--- config.mk ---
export PLATFORM = sky130hd
export DESIGN_NAME = reg_scoreboard
export DESIGN_NICKNAME = d
export VERILOG_FILES = /design/src/rtl/sb_pkg.sv /design/src/rtl/pending_bank.sv /design/src/rtl/reg_scoreboard.sv
export SDC_FILE = /design/constraint.sdc
export NUM_CORES = 1
export LEC_CHECK = 0
export CORE_MARGIN = 8
export CORE_UTILIZATION = 60
export CTS_CLUSTER_SIZE = 25
export DETAILED_ROUTE_END_ITERATION = 8
export GPL_ROUTABILITY_DRIVEN = 0
export PLACE_DENSITY = 0.84
export SYNTH_ARGS = -nofsm -noshare
export SYNTH_HDL_FRONTEND = slang
export SYNTH_SLANG_ARGS = --single-unit
--- constraint.sdc ---
create_clock -name clk -period 5.24 [get_ports clk]
set_input_delay 1.048 -clock clk [delete_from_list [all_inputs] [get_ports clk]]
set_output_delay 1.048 -clock clk [all_outputs]
set_load 0.1 [all_outputs]
--- src/rtl/sb_pkg.sv ---
// Shared constants for the register scoreboard: register-index width and
// register-file select encoding.
package sb_pkg;

    localparam int unsigned REG_IDX_W = 5;
    localparam int unsigned NUM_REGS  = 32;

    localparam logic FILE_INT = 1'b0;
    localparam logic FILE_FP  = 1'b1;

endpackage

--- src/rtl/pending_bank.sv ---
// One 32-entry pending vector with set/clear ports and three combinational
// lookups that see a same-cycle clear as already applied.
module pending_bank
    import sb_pkg::*;
#(
    parameter bit ZERO_HARDWIRED = 1'b0
) (
    input  logic                      clk,
    input  logic                      rst,
    input  logic                      set_i,
    input  logic [REG_IDX_W-1:0]      set_idx_i,
    input  logic                      clr_i,
    input  logic [REG_IDX_W-1:0]      clr_idx_i,
    input  logic [2:0][REG_IDX_W-1:0] look_idx_i,
    output logic [2:0]                look_pend_o,
    output logic                      clr_hit_o,
    output logic                      any_o
);

    logic [NUM_REGS-1:0] pend_d, pend_q;

    // Clear first so a simultaneous set of the same entry wins.
    always_comb begin
        pend_d = pend_q;
        if (clr_i) begin
            pend_d[clr_idx_i] = 1'b0;
        end
        if (set_i) begin
            pend_d[set_idx_i] = 1'b1;
        end
        if (ZERO_HARDWIRED) begin
            pend_d[0] = 1'b0;
        end
    end

    always_ff @(posedge clk or posedge rst) begin
        if (rst) begin
            pend_q <= '0;
        end else begin
            pend_q <= pend_d;
        end
    end

    always_comb begin
        look_pend_o = '0;
        for (int k = 0; k < 3; k++) begin
            look_pend_o[k] = pend_q[look_idx_i[k]] &
                             ~(clr_i & (clr_idx_i == look_idx_i[k]));
        end
    end

    assign clr_hit_o = pend_q[clr_idx_i];
    assign any_o     = |pend_q;

endmodule

--- src/rtl/reg_scoreboard.sv ---
// Register scoreboard for long-latency writes; stalls ID on RAW/WAW hazards
// and when the outstanding limit is reached. SCOREBOARD_FLOAT_EN adds the FP file.
module reg_scoreboard
    import sb_pkg::*;
#(
    parameter int unsigned MAX_PENDING = 4,
    parameter int unsigned CNT_W       = $clog2(MAX_PENDING + 1)
) (
    input  logic                 clk,
    input  logic                 rst,
    input  logic [REG_IDX_W-1:0] rs1id,
    input  logic [REG_IDX_W-1:0] rs2id,
    input  logic [REG_IDX_W-1:0] rdid,
    input  logic [1:0]           float_read,
    input  logic                 float_rd,
    input  logic [1:0]           uses_rs,
    input  logic                 issue_valid,
    input  logic                 issue_long,
    input  logic                 wb_valid,
    input  logic [REG_IDX_W-1:0] wb_rd,
    input  logic                 wb_float,
    output logic                 stall,
    output logic                 busy,
    output logic [CNT_W-1:0]     pending_cnt,
    output logic                 sb_err
);

    localparam logic [CNT_W-1:0] MaxCnt = CNT_W'(MAX_PENDING);

    logic sel_rs1, sel_rs2, sel_rd, sel_wb;
    logic [2:0][REG_IDX_W-1:0] look_idx;
    logic [2:0] int_look, fp_look, eff;
    logic int_hit, fp_hit, int_any, fp_any;
    logic wb_hit, set_fire, clr_fire;
    logic [CNT_W-1:0] cnt_d, cnt_q;
    logic sb_err_d, sb_err_q;

    assign look_idx = {rs1id, rs2id, rdid};

    pending_bank #(
        .ZERO_HARDWIRED (1'b1)
    ) u_int_bank (
        .clk         (clk),
        .rst         (rst),
        .set_i       (set_fire & (sel_rd == FILE_INT)),
        .set_idx_i   (rdid),
        .clr_i       (wb_valid & (sel_wb == FILE_INT)),
        .clr_idx_i   (wb_rd),
        .look_idx_i  (look_idx),
        .look_pend_o (int_look),
        .clr_hit_o   (int_hit),
        .any_o       (int_any)
    );

`ifdef SCOREBOARD_FLOAT_EN
    assign sel_rs1 = float_read[1];
    assign sel_rs2 = float_read[0];
    assign sel_rd  = float_rd;
    assign sel_wb  = wb_float;

    pending_bank #(
        .ZERO_HARDWIRED (1'b0)
    ) u_fp_bank (
        .clk         (clk),
        .rst         (rst),
        .set_i       (set_fire & (sel_rd == FILE_FP)),
        .set_idx_i   (rdid),
        .clr_i       (wb_valid & (sel_wb == FILE_FP)),
        .clr_idx_i   (wb_rd),
        .look_idx_i  (look_idx),
        .look_pend_o (fp_look),
        .clr_hit_o   (fp_hit),
        .any_o       (fp_any)
    );
`else
    // Float selects are kept on the port list but every access is integer.
    logic unused_float;
    assign unused_float = ^{float_read, float_rd, wb_float};
    assign sel_rs1 = FILE_INT;
    assign sel_rs2 = FILE_INT;
    assign sel_rd  = FILE_INT;
    assign sel_wb  = FILE_INT;
    assign fp_look = '0;
    assign fp_hit  = 1'b0;
    assign fp_any  = 1'b0;
`endif

    always_comb begin
        eff[2] = (sel_rs1 == FILE_FP) ? fp_look[2] : int_look[2];
        eff[1] = (sel_rs2 == FILE_FP) ? fp_look[1] : int_look[1];
        eff[0] = (sel_rd  == FILE_FP) ? fp_look[0] : int_look[0];
    end

    assign stall = (uses_rs[1] & eff[2]) |
                   (uses_rs[0] & eff[1]) |
                   (issue_long & eff[0]) |
                   (issue_long & (cnt_q == MaxCnt) & ~wb_valid);

    assign wb_hit   = (sel_wb == FILE_FP) ? fp_hit : int_hit;
    assign clr_fire = wb_valid & wb_hit;
    assign set_fire = issue_valid & issue_long & ~stall &
                      ~((rdid == '0) & (sel_rd == FILE_INT));

    always_comb begin
        cnt_d = cnt_q;
        case ({set_fire, clr_fire})
            2'b10: if (cnt_q != MaxCnt) cnt_d = cnt_q + 1'b1;
            2'b01: if (cnt_q != '0)     cnt_d = cnt_q - 1'b1;
            default: cnt_d = cnt_q;
        endcase
        sb_err_d = sb_err_q | (wb_valid & ~wb_hit);
    end

    always_ff @(posedge clk or posedge rst) begin
        if (rst) begin
            cnt_q    <= '0;
            sb_err_q <= 1'b0;
        end else begin
            cnt_q    <= cnt_d;
            sb_err_q <= sb_err_d;
        end
    end

    assign pending_cnt = cnt_q;
    assign sb_err      = sb_err_q;
    assign busy        = int_any | fp_any;

endmodule

---- After elaboration in Yosys (flattened, before gate mapping) ----
Index checks and enable logic that the tools add are counted.
storage, ports and cells
  bits in registers ....................... 35
  bits in latches ......................... 0
  memory bits (writable) .................. 0
  ROM bits ................................ 0
  output and inout bits ................... 6
  memories ................................ 0
operators by class
  divide/modulo/power cells ............... 0
  reductions and logical operators ........ 7
  eq/ne operators ......................... 9
  multiplexer cells ....................... 17
  $add $sub $neg .......................... 2
  multipliers ............................. 0
  bitwise logic cells ..................... 30
  magnitude comparators ................... 6
  shift operators ......................... 0
operators with widths
  operator             number
  $mux 32              2
  $and 32x32->32       1
  $not 32->32          1
  $or 32x32->32        1
  $reduce_or 31->1     1
  $lt 5x6->1 const B   4
  $bmux 1 s5           4
  $and 1x1->1          16
  $eq 5x5->1           3
  $demux 1 s5          2
  $ge 5x1->1 const B   2
  $not 1->1            7
  $mux 1               6
  $mux 3               2
  $pmux 3 s2           1
  $logic_not 5->1      1
  $ne 2x2->1 const B   2
  $or 1x1->1           4
  $add 3x1->3 const B  1
  $eq 3x3->1 const B   1
  $ne 3x3->1 const B   1
  $reduce_and 3->1     1
  $reduce_bool 3->1    1
  $sub 3x1->3 const B  1
  other kinds (4)      5

---- Logic depth before layout (Yosys ltp) ----
Gate-level depths: netlist of the first run.
  depth in word-level cells ............... 14
  gate-level depth with buffers ........... 14

---- Modules after synthesis ----
Synthesis of the first run repeated with hierarchy kept, for this count alone.
second synthesis, totals
  cell total of the unflattened synthesis .. 304
  area, all modules ....................... 3026.7 µm²
by module, submodules not included
  module          times used  area each (µm²)  seq. area each (µm²)  cells an instance
  pending_bank    1           2655.0           775.7                 263
  reg_scoreboard  1           371.6            100.1                 41

---- Worst setup path before layout of the first run ----
No wires, ideal clock.
  kind .................................... in2out
  start point ............................. input port rdid[1]
  end point ............................... output port stall
  slack ................................... 1271 ps
  required time ........................... 4192 ps
  arrival ................................. 2921 ps
  path buffers ............................ 1
  stages on the path ...................... 7
  cells stage by stage .................... clkbuf_1 mux2_2 a22oi_1 nand3_1 a221oi_2 o21a_1 nand2_1
between the ends
  word-level cells in the longest chain between the ends .. 7
RTL lines
  element                                             RTL line              source
  start, declared                                     reg_scoreboard.sv:13  input logic [REG_IDX_W-1:0] rdid,
  branches (longest 3 deep; another with $bmux 1 s5)  n/a
  $and 1x1->1 *                                       pending_bank.sv:47    look_pend_o[k] = pend_q[look_idx_i[k]] &
  $and 1x1->1 *                                       reg_scoreboard.sv:96  (issue_long & eff[0]) |
  $or 1x1->1 *                                        reg_scoreboard.sv:95  (uses_rs[0] & eff[1]) |
  $or 1x1->1 *                                        reg_scoreboard.sv:96
  end, declared                                       reg_scoreboard.sv:22  output logic stall,
Mark *: on every way between the ends. The select of a mux whose other input is x is not followed.

---- Final worst setup path of the first run ----
Same ends and word-level chain as after synthesis.

==> results_dict.tcl, run 1 <==
set metrics [dict create \
    global_route_wire_length_before_repair_mm 16.9 \
    ff2ff_setup_slack_ps 2060 \
    antennaDiodeCount 0 \
    drv_cap 0 \
    numClockSinks 35 \
    global_route.usage.met1_pct 29.1 \
    clock-root-buffer "sky130_fd_sc_hd__clkbuf_8" \
    timing.final.crit_share_pct 90.1 \
    gr-max-usage-layer "met2" \
    routed-via-count 3263 \
    cts.hold.buffers_added 0 \
    hold_ws_ps 459 \
    syn-cell-area_um2 3420 \
    cts.htree.levels 2 \
    grt_met2_usage_pct 39.8 \
    synth-async-reset-ratio_pct 100 \
    cts.repair_timing.setup_buffer_count 0 \
    worst_slew_pin_slew_ps 1090 \
    setup.worst_path.class "in2out" \
    startpoint "rdid[1]" \
    yosysSeqAreaShare_pct 25.6 \
    area.growth.synth_to_final_pct 12.2 \
    synth_compound_gate_area_share_pct 22.7 \
    groute.layer.met3.usage_pct 7.49 \
    layout.cells.most_common_list "42 x sky130_fd_sc_hd__nand2_1, 38 x sky130_fd_sc_hd__o21ai_0, 35 x sky130_fd_sc_hd__dfrtp_1" \
    synth_xor_area_share_pct 4.62 \
    drive_gt1_share_pct 22.9 \
    slew-limit-headroom_pct 26.7 \
    clk_pin_slew_ps 70 \
    crit_path_start_kind "primary input" \
    grt-ovfl-total 0 \
    regToRegStartpoint "u_int_bank.pend_q[10]" \
    fp.coreArea_um2 5510 \
    total_die_area_um2 8360 \
    critPathArrivalTime_ps 3670 \
    number_of_global_route_vias_before_repair 3343 \
    clock_skew_ps 9.54 \
    timing.fmax_mhz 212 \
    cts_tree "yes" \
    path_max_fanout 14 \
    drt-wirelength-per-cell_um 23.3 \
    ys.warnings.count 0 \
    track_usage_pct 25.1 \
    final_hold_viol_count 0 \
    rsz0062_at_grt "false" \
    synth-edff-count 0 \
    r2r_cells 12 \
    die_width_um 91.5 \
    syn-instance-count 357 \
    final_antenna_net_count 0 \
    route.detailed.drc 0 \
    setup-tns-final_ps 0 \
    timing.rr.end "pending_cnt[2]" \
    synth_top_flop_cell "sky130_fd_sc_hd__dfrtp_1" \
    cp-end-kind "output pin" \
    grt_antenna_before_repair 0 \
    vias_per_inst 7.22 \
    number_of_search_and_repair_iterations_in_the_first_detailed_routing_pass 5 \
    clk_path_buf_depth 2 \
    final_nets 414 \
    postSynthAreaPerCell_um2 9.57 \
    post_cts.resized_instances 0 \
    layout.cells.most_common "sky130_fd_sc_hd__nand2_1" \
    postRouteWirelength_mm 10.5 \
    outcome "finished clean" \
    die_y_um 91.5 \
    input_output_buffers 32 \
    required_ps 4190 \
    dp.final_hpwl_mm 7.48 \
    rows 27 \
    drtIter0Drc 399 \
    synth.lib_cells_used.distinct 51 \
    static-leakage-power_nw 1.50 \
    post_synth_fa_ha_maj_area_fraction_pct 1.47 \
    fin_crit_ps 4720 \
    ratio_of_total_power_to_cell_area_nw_per_um2 293 \
    grt_start_max_net_pins 36 \
    critical_path.endpoint "stall" \
    cts_buffers 5 \
    ir_drop_mv 0.169 \
    start_util_pct 62.0 \
    clock_latency_ps 300 \
    synth.mux.area_fraction_pct 21.0 \
    hp-class "reg2reg" \
    report.final.slew_viol_count 0 \
    synth_top_family_by_area "compound AO/OA/AOI/OAI gates" \
    setup_viol 0 \
    post_synth_and_or_nand_nor_area_fraction_pct 18.1 \
    register_bit_count_reported_by_yosys 35 \
    pin_count 37 \
    syn-num-nets 392 \
]
[area by class of cell]
class | count | area, µm²
Timing Repair Buffer | 43 | 413
Clock buffer | 5 | 68.8
Fill cell | 434 | 1670
Multi-Input combinational cell | 283 | 2320
Sequential cell | 35 | 876
Inverter | 11 | 41.3
Tap cell | 72 | 90.1
Clock inverter | 3 | 20.0
[metrics by stage]
stage | cell area, µm² | cells | utilization, % | setup WS [ps] | total power, W
2_1_floorplan | 3420 | 357 | - | 1270 | 0.000767
3_3_place_gp | 3740 | 444 | 68.0 | 645 | 0.000887
3_5_place_dp | 3740 | 444 | 68.0 | 575 | 0.000910
4_1_cts | 3830 | 452 | 69.6 | 574 | 0.00111
5_1_grt | 3830 | 452 | 69.6 | 427 | 0.00117
6_report | 3830 | 452 | 69.6 | 518 | 0.00112
[Yosys cell counts, drive strengths merged (2+ instances only)]
| master | n | area, µm² |
|---|---|---|
| nor3b | 5 | 37.5 |
| a221oi | 2 | 30.0 |
| buf | 20 | 151 |
| o22ai | 3 | 18.8 |
| o311ai | 2 | 17.5 |
| nor2b | 6 | 37.5 |
| ha | 4 | 50.1 |
| nor3 | 5 | 25.0 |
| xor2 | 10 | 87.6 |
| or4 | 2 | 15.0 |
| xnor2 | 8 | 70.1 |
| clkbuf | 8 | 30.0 |
| and3 | 5 | 31.3 |
| nand2b | 3 | 18.8 |
| o31ai | 29 | 375 |
| inv | 11 | 41.3 |
| a31oi | 4 | 25.0 |
| dfrtp | 35 | 876 |
| nand3 | 15 | 75.1 |
| a22oi | 6 | 45.0 |
| nor4 | 10 | 62.6 |
| nand4 | 4 | 25.0 |
| nand2 | 42 | 158 |
| mux2 | 22 | 251 |
| o21ai | 39 | 199 |
| mux4 | 17 | 394 |
| mux2i | 7 | 70.1 |
| nor2 | 14 | 52.6 |
| nand3b | 4 | 30.0 |
| a21oi | 3 | 15.0 |
| and3b | 2 | 17.5 |
[critical path: stages]
cell	delay, ps
sky130_fd_sc_hd__clkdlybuf4s50_1	910
sky130_fd_sc_hd__mux2_2	420
sky130_fd_sc_hd__a22oi_1	230
sky130_fd_sc_hd__nand4_1	160
sky130_fd_sc_hd__a221oi_2	420
sky130_fd_sc_hd__o21a_1	200
sky130_fd_sc_hd__nand2_1	90
sky130_fd_sc_hd__buf_12	190
[routing by layer]
layer,up-vias,share of wire [%]
met5,-,0
met4,0,4.5
li1,1401,-
met3,49,12
met2,253,46
met1,1560,37
[sequential cells by signal, indices dropped and copies added, names as in the netlist]
signal and count:
sb_err 1, u_int_bank.pend_q 31, pending_cnt 3
[where the power goes]
part	switching (W)	internal (W)	total, W	leakage (nW)
Combinational	0.000290	0.000208	0.000498	1.01
Clock	0.000109	0.0000925	0.000201	0.0402
Sequential	0.000102	0.000321	0.000424	0.458
[worst min-delay path by stage]
stage,start,end,slack (ps),depth (start not counted)
floorplan,u_int_bank.pend_q[27],u_int_bank.pend_q[27],540,2
global placement,sb_err,sb_err,440,1
detailed placement,sb_err,sb_err,450,1
CTS,sb_err,sb_err,460,1
global route,sb_err,sb_err,490,1
finish,sb_err,sb_err,460,1
[cell families after synthesis]
family	count (synthesis)
AO/OA/AOI/OAI	94
XOR/XNOR	18
adder cells (fa/ha/maj)	4
buffers and inverters	39
flip-flops	35
multiplexers	46
AND/OR/NAND/NOR	121
No activity file was read; power rests on OpenSTA's default activity.
==> run 2: changes to the inputs <==
- CORE_MARGIN: 8 -> 10
- CTS_CLUSTER_DIAMETER: not set -> 80
==> run 2 against run 1 <==
  * Clock skew hardly changed
  * Highest routed layer unchanged
  * Largest power group unchanged
  * Count of clock-buffer cells in the layout is 1 higher
  * Global-route usage is 2.4 points lower
  * Largest cell class unchanged
  * Routed wire length is 3.8% lower
  * Utilization is 0.52 points higher
==> results_dict.tcl, run 2 (same netlist as run 1, synthesis figures left out) <==
set metrics [dict create \
    hold_path_end "sb_err" \
    layout.cells.most_common "sky130_fd_sc_hd__nand2_1" \
    num-fill-cells 420 \
    layout.cells.most_common_list "42 x sky130_fd_sc_hd__nand2_1, 38 x sky130_fd_sc_hd__o21ai_0, 35 x sky130_fd_sc_hd__dfrtp_1" \
    static-leakage-power_nw 1.53 \
    cts.repair_timing.setup_buffer_count 0 \
    finish.instance_area_um2 3860 \
    grt-ovfl-total 0 \
    grt_met2_usage_pct 36.1 \
    drt-wirelength-per-cell_um 22.4 \
    pin_count 37 \
    cts_buffers 5 \
    gr-max-usage-layer "met2" \
    clock_latency_ps 290 \
    final_nets 414 \
    regToRegStartpoint "u_int_bank.pend_q[10]" \
    outcome "finished clean" \
    setup-tns-final_ps 0 \
    route.detailed.drc 0 \
    postRouteWirelength_mm 10.1 \
    report.final.slew_viol_count 0 \
    track_usage_pct 22.7 \
    total_die_area_um2 9110 \
    cp-end-kind "output pin" \
    die_width_um 95.5 \
    placedInstanceArea_um2 3740 \
    final_hold_viol_count 0 \
    global_route.usage.met1_pct 28.3 \
    final_antenna_net_count 0 \
    fp.coreArea_um2 5510 \
    timing.hold.worst.start "sb_err" \
    cts.htree.levels 2 \
    worstHoldPathCells 1 \
    cts.hold.buffers_added 0 \
    critPathArrivalTime_ps 3660 \
    clk_path_buf_depth 2 \
    numClockSinks 35 \
    area.growth.synth_to_final_pct 13.1 \
    cts_tree "yes" \
    slew-limit-headroom_pct 31.6 \
    drive_gt1_share_pct 22.9 \
    dp.final_hpwl_mm 7.26 \
    timing.final.crit_share_pct 89.8 \
    ratio_of_total_power_to_cell_area_nw_per_um2 302 \
    largest_register_ff_count 31 \
    setup.worst_path.class "in2out" \
    antennaDiodeCount 0 \
    required_ps 4190 \
    vias_per_inst 7.17 \
    rsz0062_at_grt "false" \
    largest-register "u_int_bank.pend_q" \
    clock-root-buffer "sky130_fd_sc_hd__clkbuf_8" \
    rows 27 \
    total_power_w 0.00117 \
    worst_slew_pin_slew_ps 1020 \
    r2r_cells 12 \
    grt_start_max_net_pins 36 \
    ir_drop_mv 0.193 \
    crit_path_start_kind "primary input" \
    hp-class "reg2reg" \
    input_output_buffers 32 \
    ff2ff_setup_slack_ps 2140 \
    setup_viol 0 \
    drv_cap 0 \
    path_max_fanout 14 \
    number_of_search_and_repair_iterations_in_the_first_detailed_routing_pass 5 \
    clk_pin_slew_ps 70 \
    clock_skew_ps 9.69 \
    grt_antenna_before_repair 0 \
    start_util_pct 62.0 \
    routed-via-count 3239 \
    groute.layer.met3.usage_pct 5.97 \
    global_route_wire_length_before_repair_mm 16.4 \
    timing.rr.end "pending_cnt[2]" \
    die_y_um 95.5 \
    drtIter0Drc 431 \
    post_cts.resized_instances 0 \
    number_of_global_route_vias_before_repair 3138 \
    timing.fmax_mhz 212 \
    fin_crit_ps 4710 \
]
run 2: cell count changes in the layout (fill, tap and decap cells not counted), sizes merged:
cell | before | now
bufinv | 0 | 1
clkbuf | 5 | 6
clkinvlp | 2 | 0
run 2: critical path: stages:
cell and delay [ps]:
sky130_fd_sc_hd__clkdlybuf4s50_1 910, sky130_fd_sc_hd__mux2_2 410, sky130_fd_sc_hd__a22oi_1 230, sky130_fd_sc_hd__nand4_1 150, sky130_fd_sc_hd__a221oi_2 420, sky130_fd_sc_hd__o21a_1 210, sky130_fd_sc_hd__nand2_1 100, sky130_fd_sc_hd__buf_12 190
run 2: routing by layer:
metal  wire (µm)  vias up
met5           0        -
met1        3860     1533
met4         442        0
met2        4640      252
li1            -     1405
met3        1170       49
run 2: through the flow:
stage               hold slack (ps)  cells  worst slack [ps]  util [%]
CTS                             476    452               607      70.1
floorplan                       540    357              1270         -
global route                    514    452               442      70.1
detailed placement              456    444               627      68.0
global placement                441    444               651      68.0
finish                          476    452               533      70.1
run 2: cell type report:
| cell class | instances | area, µm² | area share, % |
|---|---|---|---|
| Multi-Input combinational cell | 283 | 2320 | 60.2 |
| Sequential cell | 35 | 876 | 22.7 |
| Timing Repair Buffer | 43 | 413 | 10.7 |
| Tap cell | 72 | 90.1 | 2.33 |
| Clock buffer | 6 | 82.6 | 2.14 |
| Inverter | 11 | 41.3 | 1.07 |
| Clock inverter | 2 | 35.0 | 0.907 |
run 2: power breakdown:
| group | internal, W | switching, W |
|---|---|---|
| logic | 0.000208 | 0.000288 |
| registers | 0.000322 | 0.0000965 |
| clock network | 0.000154 | 0.0000999 |
| total | 0.000683 | 0.000484 |
run 2: how the worst max path moves through the flow:
stage          startpoint  endpoint  depth (start not counted)
6_report          rdid[1]     stall                          8
5_1_grt           rdid[1]     stall                          8
4_1_cts           rdid[1]     stall                          8
3_5_place_dp      rdid[1]     stall                          8
3_3_place_gp      rdid[1]     stall                          8
2_1_floorplan     rdid[1]     stall                          7
==> run 3: changes to the inputs <==
- REMOVE_ABC_BUFFERS: not set -> 1
==> run 3 against run 2 <==
  * Register-to-register slack got worse by 70 ps
  * Final area fell by 0.78%
  * First-iteration DRC count rose by 12%
  * Sequential share of layout area rose by 0.18 points
  * Final cell count fell by 0.66%
  * Routed wire length rose by 1.1%
  * Worst hold slack got worse by 17 ps
  * Maximum frequency rose by 0.37%
  * Worst setup slack improved by 17 ps
  * Non-clock buffer count fell by 2
  * Critical path depth did not move
  * Largest power group unchanged
  * Highest routed layer unchanged
==> results_dict.tcl, run 3 (same netlist as run 1, synthesis figures left out) <==
set metrics [dict create \
    outcome "finished clean" \
    setup-tns-final_ps 0 \
    slew-limit-headroom_pct 15.2 \
    timing.rr.end "pending_cnt[2]" \
    fp.coreArea_um2 5510 \
    layout.cells.most_common "sky130_fd_sc_hd__nand2_1" \
    finish.instance_area_um2 3830 \
    report.final.slew_viol_count 0 \
    r2r_cells 12 \
    drv_cap 0 \
    area.growth.synth_to_final_pct 12.2 \
    die_width_um 95.5 \
    ratio_of_total_power_to_cell_area_nw_per_um2 300 \
    pin_count 37 \
    timing.critical_path.cells "clkdlybuf4s50_1, mux2_2, a22oi_1, nand4_1, a221oi_2, o21a_1, nand2_1, buf_12" \
    cts.hold.buffers_added 0 \
    vias_per_inst 7.17 \
    dp.final_hpwl_mm 7.35 \
    ff2ff_setup_slack_ps 2070 \
    path_max_fanout 14 \
    largest_register_ff_count 31 \
    track_usage_pct 23.2 \
    required_ps 4190 \
    critPathArrivalTime_ps 3640 \
    layout.cells.most_common_list "42 x sky130_fd_sc_hd__nand2_1, 38 x sky130_fd_sc_hd__o21ai_0, 35 x sky130_fd_sc_hd__dfrtp_1" \
    regToRegStartpoint "u_int_bank.pend_q[10]" \
    total_die_area_um2 9110 \
    static-leakage-power_nw 1.50 \
    timing.final.crit_share_pct 89.5 \
    postRouteWirelength_mm 10.2 \
    antennaDiodeCount 0 \
    cp-end-kind "output pin" \
    post_cts.resized_instances 0 \
    clock-root-buffer "sky130_fd_sc_hd__clkbuf_8" \
    route.detailed.drc 0 \
    critical_path.slowest_cell "sky130_fd_sc_hd__clkdlybuf4s50_1" \
    ir_drop_mv 0.244 \
    worstHoldPathCells 1 \
    final_hold_viol_count 0 \
    drt-wirelength-per-cell_um 22.8 \
    clock_latency_ps 290 \
    clk_path_buf_depth 2 \
    clock_skew_ps 6.51 \
    grt-ovfl-total 0 \
    cts_buffers 5 \
    start_util_pct 62.0 \
    fin_crit_ps 4690 \
    clk_pin_slew_ps 70 \
    timing.hold.worst.start "sb_err" \
    grt_antenna_before_repair 0 \
    drtIter0Drc 483 \
    grt_start_max_net_pins 36 \
    hold_path_end "sb_err" \
    timing.fmax_mhz 213 \
    largest-register "u_int_bank.pend_q" \
    setup.worst_path.class "in2out" \
    global_route_wire_length_before_repair_mm 16.7 \
    crit_path_start_kind "primary input" \
    slowest_delay_ps 910 \
    number_of_global_route_vias_before_repair 3287 \
    setup_viol 0 \
    drive_gt1_share_pct 22.0 \
    numClockSinks 35 \
    input_output_buffers 32 \
    routed-via-count 3221 \
    die_y_um 95.5 \
    rows 27 \
    cts.htree.levels 2 \
    final_nets 412 \
    worst_slew_pin_slew_ps 1260 \
    rsz0062_at_grt "false" \
    placedInstanceArea_um2 3730 \
    final_antenna_net_count 0 \
    number_of_search_and_repair_iterations_in_the_first_detailed_routing_pass 5 \
    cts_tree "yes" \
    hp-class "reg2reg" \
    cts.repair_timing.setup_buffer_count 0 \
]
## run 3: layer usage
layer | GRT usage, % | up-vias | share of wire (%)
li1 | - | 1395 | -
met5 | 0 | - | 0
met4 | 14.4 | 0 | 4.4
met3 | 4.87 | 47 | 11
met1 | 28.2 | 1552 | 38
met2 | 36.9 | 227 | 47
## run 3: critical path, delay by kind of cell
family,cells,cell delay [ps]
simple gates,2,270
buf+inv,2,1100
compound gates,3,800
mux,1,420
## run 3: final cells by class
| class | instances | area, µm² |
|---|---|---|
| inverter | 11 | 41.3 |
| multi-input combinational | 283 | 2320 |
| clock inverter | 1 | 30.0 |
| fill | 414 | 1670 |
| timing repair buffer | 41 | 398 |
| sequential | 35 | 876 |
| clock buffer | 6 | 72.6 |
| tap | 72 | 90.1 |
## run 3: report_power, final
group / total [W] / internal, W / switching [W] / leakage, nW
sequential: 0.000416 / 0.000322 / 0.0000942 / 0.458
clock: 0.000239 / 0.000139 / 0.0000998 / 0.0513
combinational: 0.000494 / 0.000206 / 0.000289 / 0.994
## run 3: worst max path at each step
stage          startpoint  endpoint  slack (ps)
2_1_floorplan    rs1id[0]     stall        1430
3_3_place_gp      rdid[1]     stall         640
3_5_place_dp      rdid[1]     stall         600
4_1_cts           rdid[1]     stall         600
5_1_grt           rdid[1]     stall         410
6_report          rdid[1]     stall         550
## run 3: through the flow
step | hold slack, ps | total power, W | util, % | instances | setup slack (ps)
finish | 459 | 0.00115 | 69.6 | 449 | 550
global route | 471 | 0.00120 | 69.6 | 449 | 408
CTS | 461 | 0.00114 | 69.6 | 449 | 595
detailed placement | 445 | 0.000902 | 67.7 | 442 | 596
global placement | 439 | 0.000886 | 67.7 | 442 | 641
floorplan | 540 | 0.000733 | - | 329 | 1430
